--- config.mk ---
export PLATFORM = sky130hd
export DESIGN_NAME = ena_pulse_gen
export DESIGN_NICKNAME = d
export VERILOG_FILES = /design/src/rtl/ena_pulse_gen.sv
export SDC_FILE = /design/constraint.sdc
export NUM_CORES = 1
export LEC_CHECK = 0
export CAP_MARGIN = 20
export CORE_MARGIN = 8
export CORE_UTILIZATION = 44
export DETAILED_ROUTE_END_ITERATION = 8
export PLACE_DENSITY_LB_ADDON = 0.3
export SLEW_MARGIN = 20
export SYNTH_ARGS = -nofsm -noshare
export SYNTH_HDL_FRONTEND = slang
export SYNTH_SLANG_ARGS = --single-unit
--- constraint.sdc ---
create_clock -name ckht -period 2.5 [get_ports ckht]
set_input_delay 0.5 -clock ckht [delete_from_list [all_inputs] [get_ports ckht]]
set_output_delay 0.5 -clock ckht [all_outputs]
set_load 0.02 [all_outputs]
--- src/rtl/ena_pulse_gen.sv ---
// Clock-enable strobe generator: cascaded decimal prescaler on the falling edge of ckht
// producing aligned 1 kHz .. 1 Hz single-cycle strobes and a 1 Hz blink level.
module ena_pulse_gen #(
   parameter int CLK_HZ = 50_000_000
) (
   input  logic ckht,
   input  logic rst_n,
   input  logic run,
   input  logic sclr,
   output logic ena1khz,
   output logic ena100hz,
   output logic ena10hz,
   output logic ena2hz,
   output logic ena1hz,
   output logic blink1hz
);

   localparam int DIV0 = CLK_HZ / 1000;
   localparam int W0   = $clog2(DIV0);
   localparam logic [W0-1:0] CNT0_MAX = W0'(DIV0 - 1);

   logic [W0-1:0] cnt0, cnt0_nxt;
   logic [3:0]    cnt1, cnt1_nxt;
   logic [3:0]    cnt2, cnt2_nxt;
   logic [3:0]    cnt3, cnt3_nxt;
   logic          blink, blink_nxt;

   // Each slower strobe is gated by the faster one, so they always coincide.
   assign ena1khz  = run & (cnt0 == CNT0_MAX);
   assign ena100hz = ena1khz & (cnt1 == 4'd9);
   assign ena10hz  = ena100hz & (cnt2 == 4'd9);
   assign ena1hz   = ena10hz & (cnt3 == 4'd9);
   assign ena2hz   = ena10hz & ((cnt3 == 4'd4) | (cnt3 == 4'd9));
   assign blink1hz = blink;

   always_comb begin
      // NOTE: every next-state value gets a default first, so no path can infer a latch.
      cnt0_nxt  = cnt0;
      cnt1_nxt  = cnt1;
      cnt2_nxt  = cnt2;
      cnt3_nxt  = cnt3;
      blink_nxt = blink;
      if (sclr) begin
         cnt0_nxt  = '0;
         cnt1_nxt  = '0;
         cnt2_nxt  = '0;
         cnt3_nxt  = '0;
         blink_nxt = 1'b0;
      end else if (run) begin
         cnt0_nxt = (cnt0 == CNT0_MAX) ? '0 : cnt0 + W0'(1);
         if (ena1khz)  cnt1_nxt  = (cnt1 == 4'd9) ? 4'd0 : cnt1 + 4'd1;
         if (ena100hz) cnt2_nxt  = (cnt2 == 4'd9) ? 4'd0 : cnt2 + 4'd1;
         if (ena10hz)  cnt3_nxt  = (cnt3 == 4'd9) ? 4'd0 : cnt3 + 4'd1;
         if (ena2hz)   blink_nxt = ~blink;
      end
   end

   // NOTE: every register here is control state with a defined reset value; none is skipped.
   always_ff @(negedge ckht or negedge rst_n) begin
      if (!rst_n) begin
         cnt0  <= '0;
         cnt1  <= '0;
         cnt2  <= '0;
         cnt3  <= '0;
         blink <= 1'b0;
      end else begin
         // NOTE: non-blocking assignments so all registers update from the same pre-edge values.
         cnt0  <= cnt0_nxt;
         cnt1  <= cnt1_nxt;
         cnt2  <= cnt2_nxt;
         cnt3  <= cnt3_nxt;
         blink <= blink_nxt;
      end
   end

endmodule

==> Word level (Yosys, flattened, before mapping) <==
Cells that the tools add are included.
{ "totals": {"in_bits": 4, "regBits": 29, "output_inout_bits": 6, "wordCells": 48} }
{ "op_classes": {"bitwise": 7, "eq_ne": 5, "reduce_logical": 9, "add_sub_neg": 4, "mux": 18} }
{ "ops": {"columns": ["operator", "n"], "rows": [
  ["$mux 16", 3],
  ["$mux 4", 12],
  ["$add 16x1->16 const B", 1],
  ["$eq 16x16->1 const B", 1],
  ["$add 4x1->4 const B", 3],
  ["$eq 4x4->1 const B", 3],
  ["$reduce_bool 2->1", 5],
  ["$reduce_and 2->1", 4],
  ["$and 1x1->1", 5],
  ["$eq 4x3->1 const B", 1],
  ["$mux 1", 3],
  ["$not 1->1", 1],
  ["$or 1x1->1", 1]
]} }

==> Depth between registers and ports, before layout <==
{ "depth": {"ltp_word": 8, "ltp_mapped": 8, "depth_no_buf": 7} }

==> run summary <==
status: finished with violations
violated checks: setup timing
fraction of final layout cells sized beyond drive strength 1: 57.0%
Pleak: 1.31 nW
element type at the critical path start: register
synthesized instance count: 185
area added between synthesis and finish: 69.7%
GP Congestion: 0.881
number of iterations in the first detailed-routing pass: 4
unique cell type count in the Yosys netlist: 49
pin count of the biggest net entering global routing: 30
post-placement setup slack: -1.24 ns
maximum vdd drop: 0.000351 V
hold-critical path depth: 3
post-synthesis average cell area: 9.37 µm²
number of buffers inserted for hold repair after clock tree synthesis: 0
combinational power share: 12.2%
io pins: 10
most frequent cells in the layout: sky130_fd_sc_hd__buf_4 (61), sky130_fd_sc_hd__dfrtn_1 (29), sky130_fd_sc_hd__buf_6 (21)
register area share after synthesis: 41.8%
antenna violations before repair: 0
routed via count divided by cell count: 5.84
wire length per cell: 19.6 µm
count of flip-flops with a built-in enable after synthesis: 0
flip-flop and latch count after synthesis: 29
Sw Share: 24.6%
R2R cell count: 9
area of the mapped netlist: 0.00173 mm²
Overall Global Routing Usage: 18.0%
remaining design rule violation count: 0
CTS Buf Count: 5
clock sink count: 29
I/O Buffers: 9
Placed Instance Area: 0.00238 mm²
routed wire length: 6300 µm
worst clock skew: 0.00363 ns
non-filler cells, final: 322
Inst Count DP: 295
number of pins exceeding their max-slew limit in the final report: 0
class of the tightest hold or removal check: register to register
final design instance area without fill: 0.00294 mm²
horizontal die dimension: 78.8 µm
Final nets: 281
minimum hold slack: 0.609 ns
Final setup violation count: 24
Syn Nets: 194
category of the critical setup timing path: register to output pin
kind of capture point of the worst setup path: output pin
Worst EP required: 2.00 ns
headroom to the max-slew limit: 64.9%
iteration-0 DRC count of the detailed router: 144
share of total power in sequential cells: 48.3%
max_cap viols: 0
end point of the worst hold path: cnt0[4]
Sw Pwr: 0.247 mW
peak fanout along the critical path: 4
transition at the pin with the smallest max-transition slack: 0.525 ns
clock latency on the worst-skew pair: 0.29 ns
commonest non-fill, non-tap cell in the layout: sky130_fd_sc_hd__buf_4
dominant synthesized flop cell: sky130_fd_sc_hd__dfrtn_1
cell at the root of the clock tree: sky130_fd_sc_hd__clkbuf_8
final-report hold violation count: 0
Final WS setup: -1.16 ns
fraction of power consumed by the clock network: 39.5%
overflow left after global routing: 0
RR Startpoint: cnt0[6]
R2R setup slack: 0.26 ns
total core area: 0.00388 mm²
warnings from Yosys: 0
initial standard-cell utilization of the core: 44.6%
via count of the routed design: 1881
row count: 23
filler cell count in the final layout: 263
full die area: 0.00621 mm²
setup repair after global routing missed its margin: true
estimated wirelength of the detail-placed design: 3510 µm
async set or reset register ratio after synthesis: 100%
number of buffers on the longest clock path: 2
clock tree from TritonCTS: yes
Worst R2R End: cnt0[7]
Clock H-tree levels: 2
clock slew at reported path FFs: 0.04 ns
internal power consumption: 0.756 mW
total inserted antenna cells: 0
vertical die dimension: 78.8 µm
first-pass GRT wire length: 8960 µm
startpoint of the most critical hold path: cnt0[4]
number of global-route vias before repair: 1949
Cell Pwr Density: 341 mW/mm²
arrival time of data at the critical path endpoint: 3.16 ns
post-route antenna net violation count: 0
[worst max path at each step]
stage,startpoint,endpoint,slack (ns),depth (start not counted)
after floorplan,cnt0[6],ena1hz,-0.84,5
after global placement,cnt0[15],ena1hz,-1.14,5
after detailed placement,cnt0[15],ena1hz,-1.24,5
after CTS,cnt0[1],ena1hz,-1.05,7
after global routing,cnt0[6],ena1hz,-1.22,6
final,cnt0[6],ena1hz,-1.16,6
[flip-flops by register name, summed over array words and instances, names as in the netlist]
name / cells
cnt1: 4
cnt2: 4
cnt3: 4
cnt0: 16
blink1hz: 1
[cell families (layout without fill, tap and decap cells)]
logic type	Yosys count	count (layout)	share of synthesized area [%]
simple gates	98	98	33.2
compound gates	29	29	11.3
flops	29	29	41.8
xor+xnor	11	11	5.56
buf+inv	11	98	3.39
fa+ha+maj	5	5	3.61
mux	2	2	1.15
[stage by stage]
stage          power, mW  utilization (%)  setup TNS, ns
2_1_floorplan      0.525                -          -7.05
3_3_place_gp       0.567             61.3         -26.54
3_5_place_dp       0.570             61.3         -27.67
4_1_cts            0.978             69.1          -6.32
5_1_grt             1.04             75.7          -8.64
6_report            1.00             75.7          -7.92
[metal layers]
| layer | part of all wire (%) | up-vias | routed length (µm) | track usage, % |
|---|---|---|---|---|
| li1 | - | 837 | - | - |
| met4 | 5.1 | 0 | 320 | 8.33 |
| met5 | 0 | - | 0 | 0 |
| met3 | 5.0 | 26 | 314 | 4.74 |
| met1 | 35 | 951 | 2210 | 18.6 |
| met2 | 55 | 67 | 3450 | 33.2 |
[critical path, stage by stage, from the launching register on]
cell	delay [ns]
sky130_fd_sc_hd__dfrtn_1	0.49
sky130_fd_sc_hd__nand4bb_4	0.16
sky130_fd_sc_hd__nor4_4	0.35
sky130_fd_sc_hd__buf_4	0.20
sky130_fd_sc_hd__nand3_4	0.08
sky130_fd_sc_hd__nor3b_4	0.20
sky130_fd_sc_hd__buf_6	0.14
[final cells by class]
type	instances	area, µm²	area share (%)
Multi-Input combinational cell	145	1280	43.6
Timing Repair Buffer	87	769	26.1
Sequential cell	29	726	24.7
Clock buffer	7	86.3	2.93
Tap cell	50	62.6	2.13
Inverter	4	15.0	0.510
[cell usage after synthesis, drive strengths merged (3+ instances only)]
| library cell | number | area, µm² |
|---|---|---|
| nor3 | 5 | 30.0 |
| dfrtn | 29 | 726 |
| or3 | 7 | 45.1 |
| nand4 | 5 | 37.5 |
| nand3 | 10 | 50.1 |
| nor4 | 3 | 33.8 |
| and3b | 4 | 36.3 |
| nand2 | 18 | 67.6 |
| o21ai | 8 | 40.0 |
| clkbuf | 4 | 16.3 |
| a21oi | 11 | 55.1 |
| xor2 | 3 | 26.3 |
| xnor2 | 8 | 70.1 |
| nor2 | 20 | 75.1 |
| ha | 5 | 62.6 |
| nor2b | 4 | 25.0 |
| and3 | 4 | 25.0 |
| buf | 3 | 27.5 |
| inv | 4 | 15.0 |
[what timing repair did]
item	in CTS	in global routing
setup endpoints to repair	35	28
pin swaps	23	26
gates cloned	0	0
buffers inserted	8	13
gates resized for setup	78	42
[power by group through the flow]
stage / combinational, mW / clock [mW] / sequential, mW
finish: 0.122 / 0.396 / 0.484
global route: 0.131 / 0.423 / 0.484
CTS: 0.0971 / 0.398 / 0.482
detailed placement: 0.0804 / 0 / 0.490
global placement: 0.0781 / 0 / 0.489
floorplan: 0.0319 / 0 / 0.493
Note: power is estimated with default switching activity, not from simulation.
==> edit (same settings) <==
`CLK_HZ`: 50_000_000 -> 100_000_000.
--- a/src/rtl/ena_pulse_gen.sv
+++ b/src/rtl/ena_pulse_gen.sv
@@ -1,7 +1,7 @@
 // Clock-enable strobe generator: cascaded decimal prescaler on the falling edge of ckht
 // producing aligned 1 kHz .. 1 Hz single-cycle strobes and a 1 Hz blink level.
 module ena_pulse_gen #(
-   parameter int CLK_HZ = 50_000_000
+   parameter int CLK_HZ = 100_000_000
 ) (
    input  logic ckht,
    input  logic rst_n,
Formal check against the unedited RTL: same outputs for any inputs over 10 cycles, from zero or initial values and one cycle with rst_n low; that may be too few to reach the edited logic, so the function may still have changed.
==> edit against the original RTL <==
The run still ends with negative setup slack left. Sequential share of layout area up 3.1 points. Sequential cell count increased by 1. Register-to-register slack improved by 0.10 ns. Synthesized area rose by 1.6%. Setup slack gained 0.094 ns. Wire length down 26%. Synthesized cell count increased by 4.3%. Power fell by 3.9%. Sequential power is 2% higher. Design area shrank 8.2%. Hold slack got worse by 0.032 ns. Critical endpoint is now ena2hz. Highest routed layer unchanged.
==> edit: results (changes against the original RTL) <==
.. list-table::
   :header-rows: 1

   * - Metric
     - Value
   * - Outcome
     - finished, violations left
   * - Violated checks
     - negative setup slack
   * - Top post-synthesis cells by area
     - dfrtn_1 (43%), ha_1 (5.7%), nor2_1 (5.5%)
   * - Cell area after placement
     - 2410 um2 (+1.3%)
   * - Clock Skew
     - 0.00270 ns (-0.000933 ns)
   * - Flip-flop count of the largest register after layout
     - 17 (+1)
   * - Via count normalized by instance count
     - 5.31 (-9.1%)
   * - Logic depth of the worst register-to-register path
     - 6 (-3)
   * - Net Count, Synth
     - 205 (+5.7%)
   * - Register-to-register path setup slack
     - 0.36 ns (+0.10 ns)
   * - Multiplexer fraction of the synthesized cell area
     - 1.14% (-0.018 points)
   * - Worst setup path endpoint
     - ena2hz
   * - Worst slew margin
     - 64.9% (about the same)
   * - Violation count after the first detailed-route iteration
     - 96 (-33%)
   * - Fraction of final layout cells sized beyond drive strength 1
     - 42.2% (-15 points)
   * - Number of instances in the placed design
     - 302 (+2.4%)
   * - Launch instance of the worst register-to-register path
     - cnt0[14]
   * - Leakage
     - 0.00122 uW (-7.5%)
   * - Sequential area share after synthesis
     - 42.6% (+0.77 points)
   * - XOR/XNOR share of the synthesized area
     - 6.46% (+0.91 points)
   * - Buffer levels on the longest clock path
     - 2 (unchanged)
   * - Adder and majority cell fraction of the synthesized area
     - 5.68% (+2.1 points)
   * - Final setup slack of the worst path
     - -1.07 ns (+0.0938 ns)
   * - Routed wire length
     - 4640 um (-26%)
   * - Final cell count without fillers
     - 320 (-0.62%)
   * - Total GRT Usage
     - 15.0% (-3.1 points)
   * - Worst EP arrival
     - 3.07 ns (-0.09 ns)
   * - Largest net degree at the start of global routing
     - 31 (+3.3%)
   * - Synthesized-area fraction occupied by ao, oa, aoi and oai cells
     - 8.95% (-2.3 points)
   * - RD Place Congestion
     - 0.820 (-6.9%)
   * - Global-route wire length before repair
     - 7490 um (-16%)
   * - Final setup violation count
     - 20 (-17%)
   * - Cell count after synthesis
     - 193 (+4.3%)
   * - Origin of the worst min-delay path
     - cnt3[0]
   * - DP Wirelength
     - 3370 um (-4.1%)
   * - Delay of the slowest cell on the worst path
     - 0.56 ns (+0.07 ns)
   * - Endpoint with the worst hold slack
     - cnt3[0]
   * - WHS
     - 0.577 ns (-0.0318 ns)
   * - Critical register-to-register path endpoint
     - cnt0[14]
   * - Most frequent cells after synthesis
     - dfrtn_1 (30), nor2_1 (26), nand2_1 (14), nand3_1 (14), a21oi_1 (11)
-- edit: cell type report --
class / instances / area, um2 / share of cell area [%]
clock inverter: 1 / 5.00 / 0.185
clock buffer: 7 / 86.3 / 3.20
timing repair buffer: 75 / 638 / 23.6
tap: 50 / 62.6 / 2.32
sequential: 30 / 751 / 27.8
inverter: 7 / 28.8 / 1.07
multi-input combinational: 150 / 1130 / 41.8
-- edit: routing by layer --
layer / track usage, % / routed length, um / up-vias
li1: - / - / 834
met1: 17.0 / 2020 / 833
met2: 25.3 / 2370 / 24
met3: 4.40 / 149 / 9
met4: 6.67 / 99 / 0
met5: 0 / 0 / -
-- edit: power by group --
group / leakage [uW] / internal [uW] / switching (uW)
clock network: 0.0000482 / 221 / 173
logic: 0.000750 / 32.9 / 41.9
registers: 0.000418 / 492 / 2.10
-- edit: timing repair --
item	in CTS	in global routing
pin swaps	13	6
gates resized for setup	59	19
endpoints found under the hold margin	0	0
buffers inserted	8	4
endpoints found under the setup margin	36	26
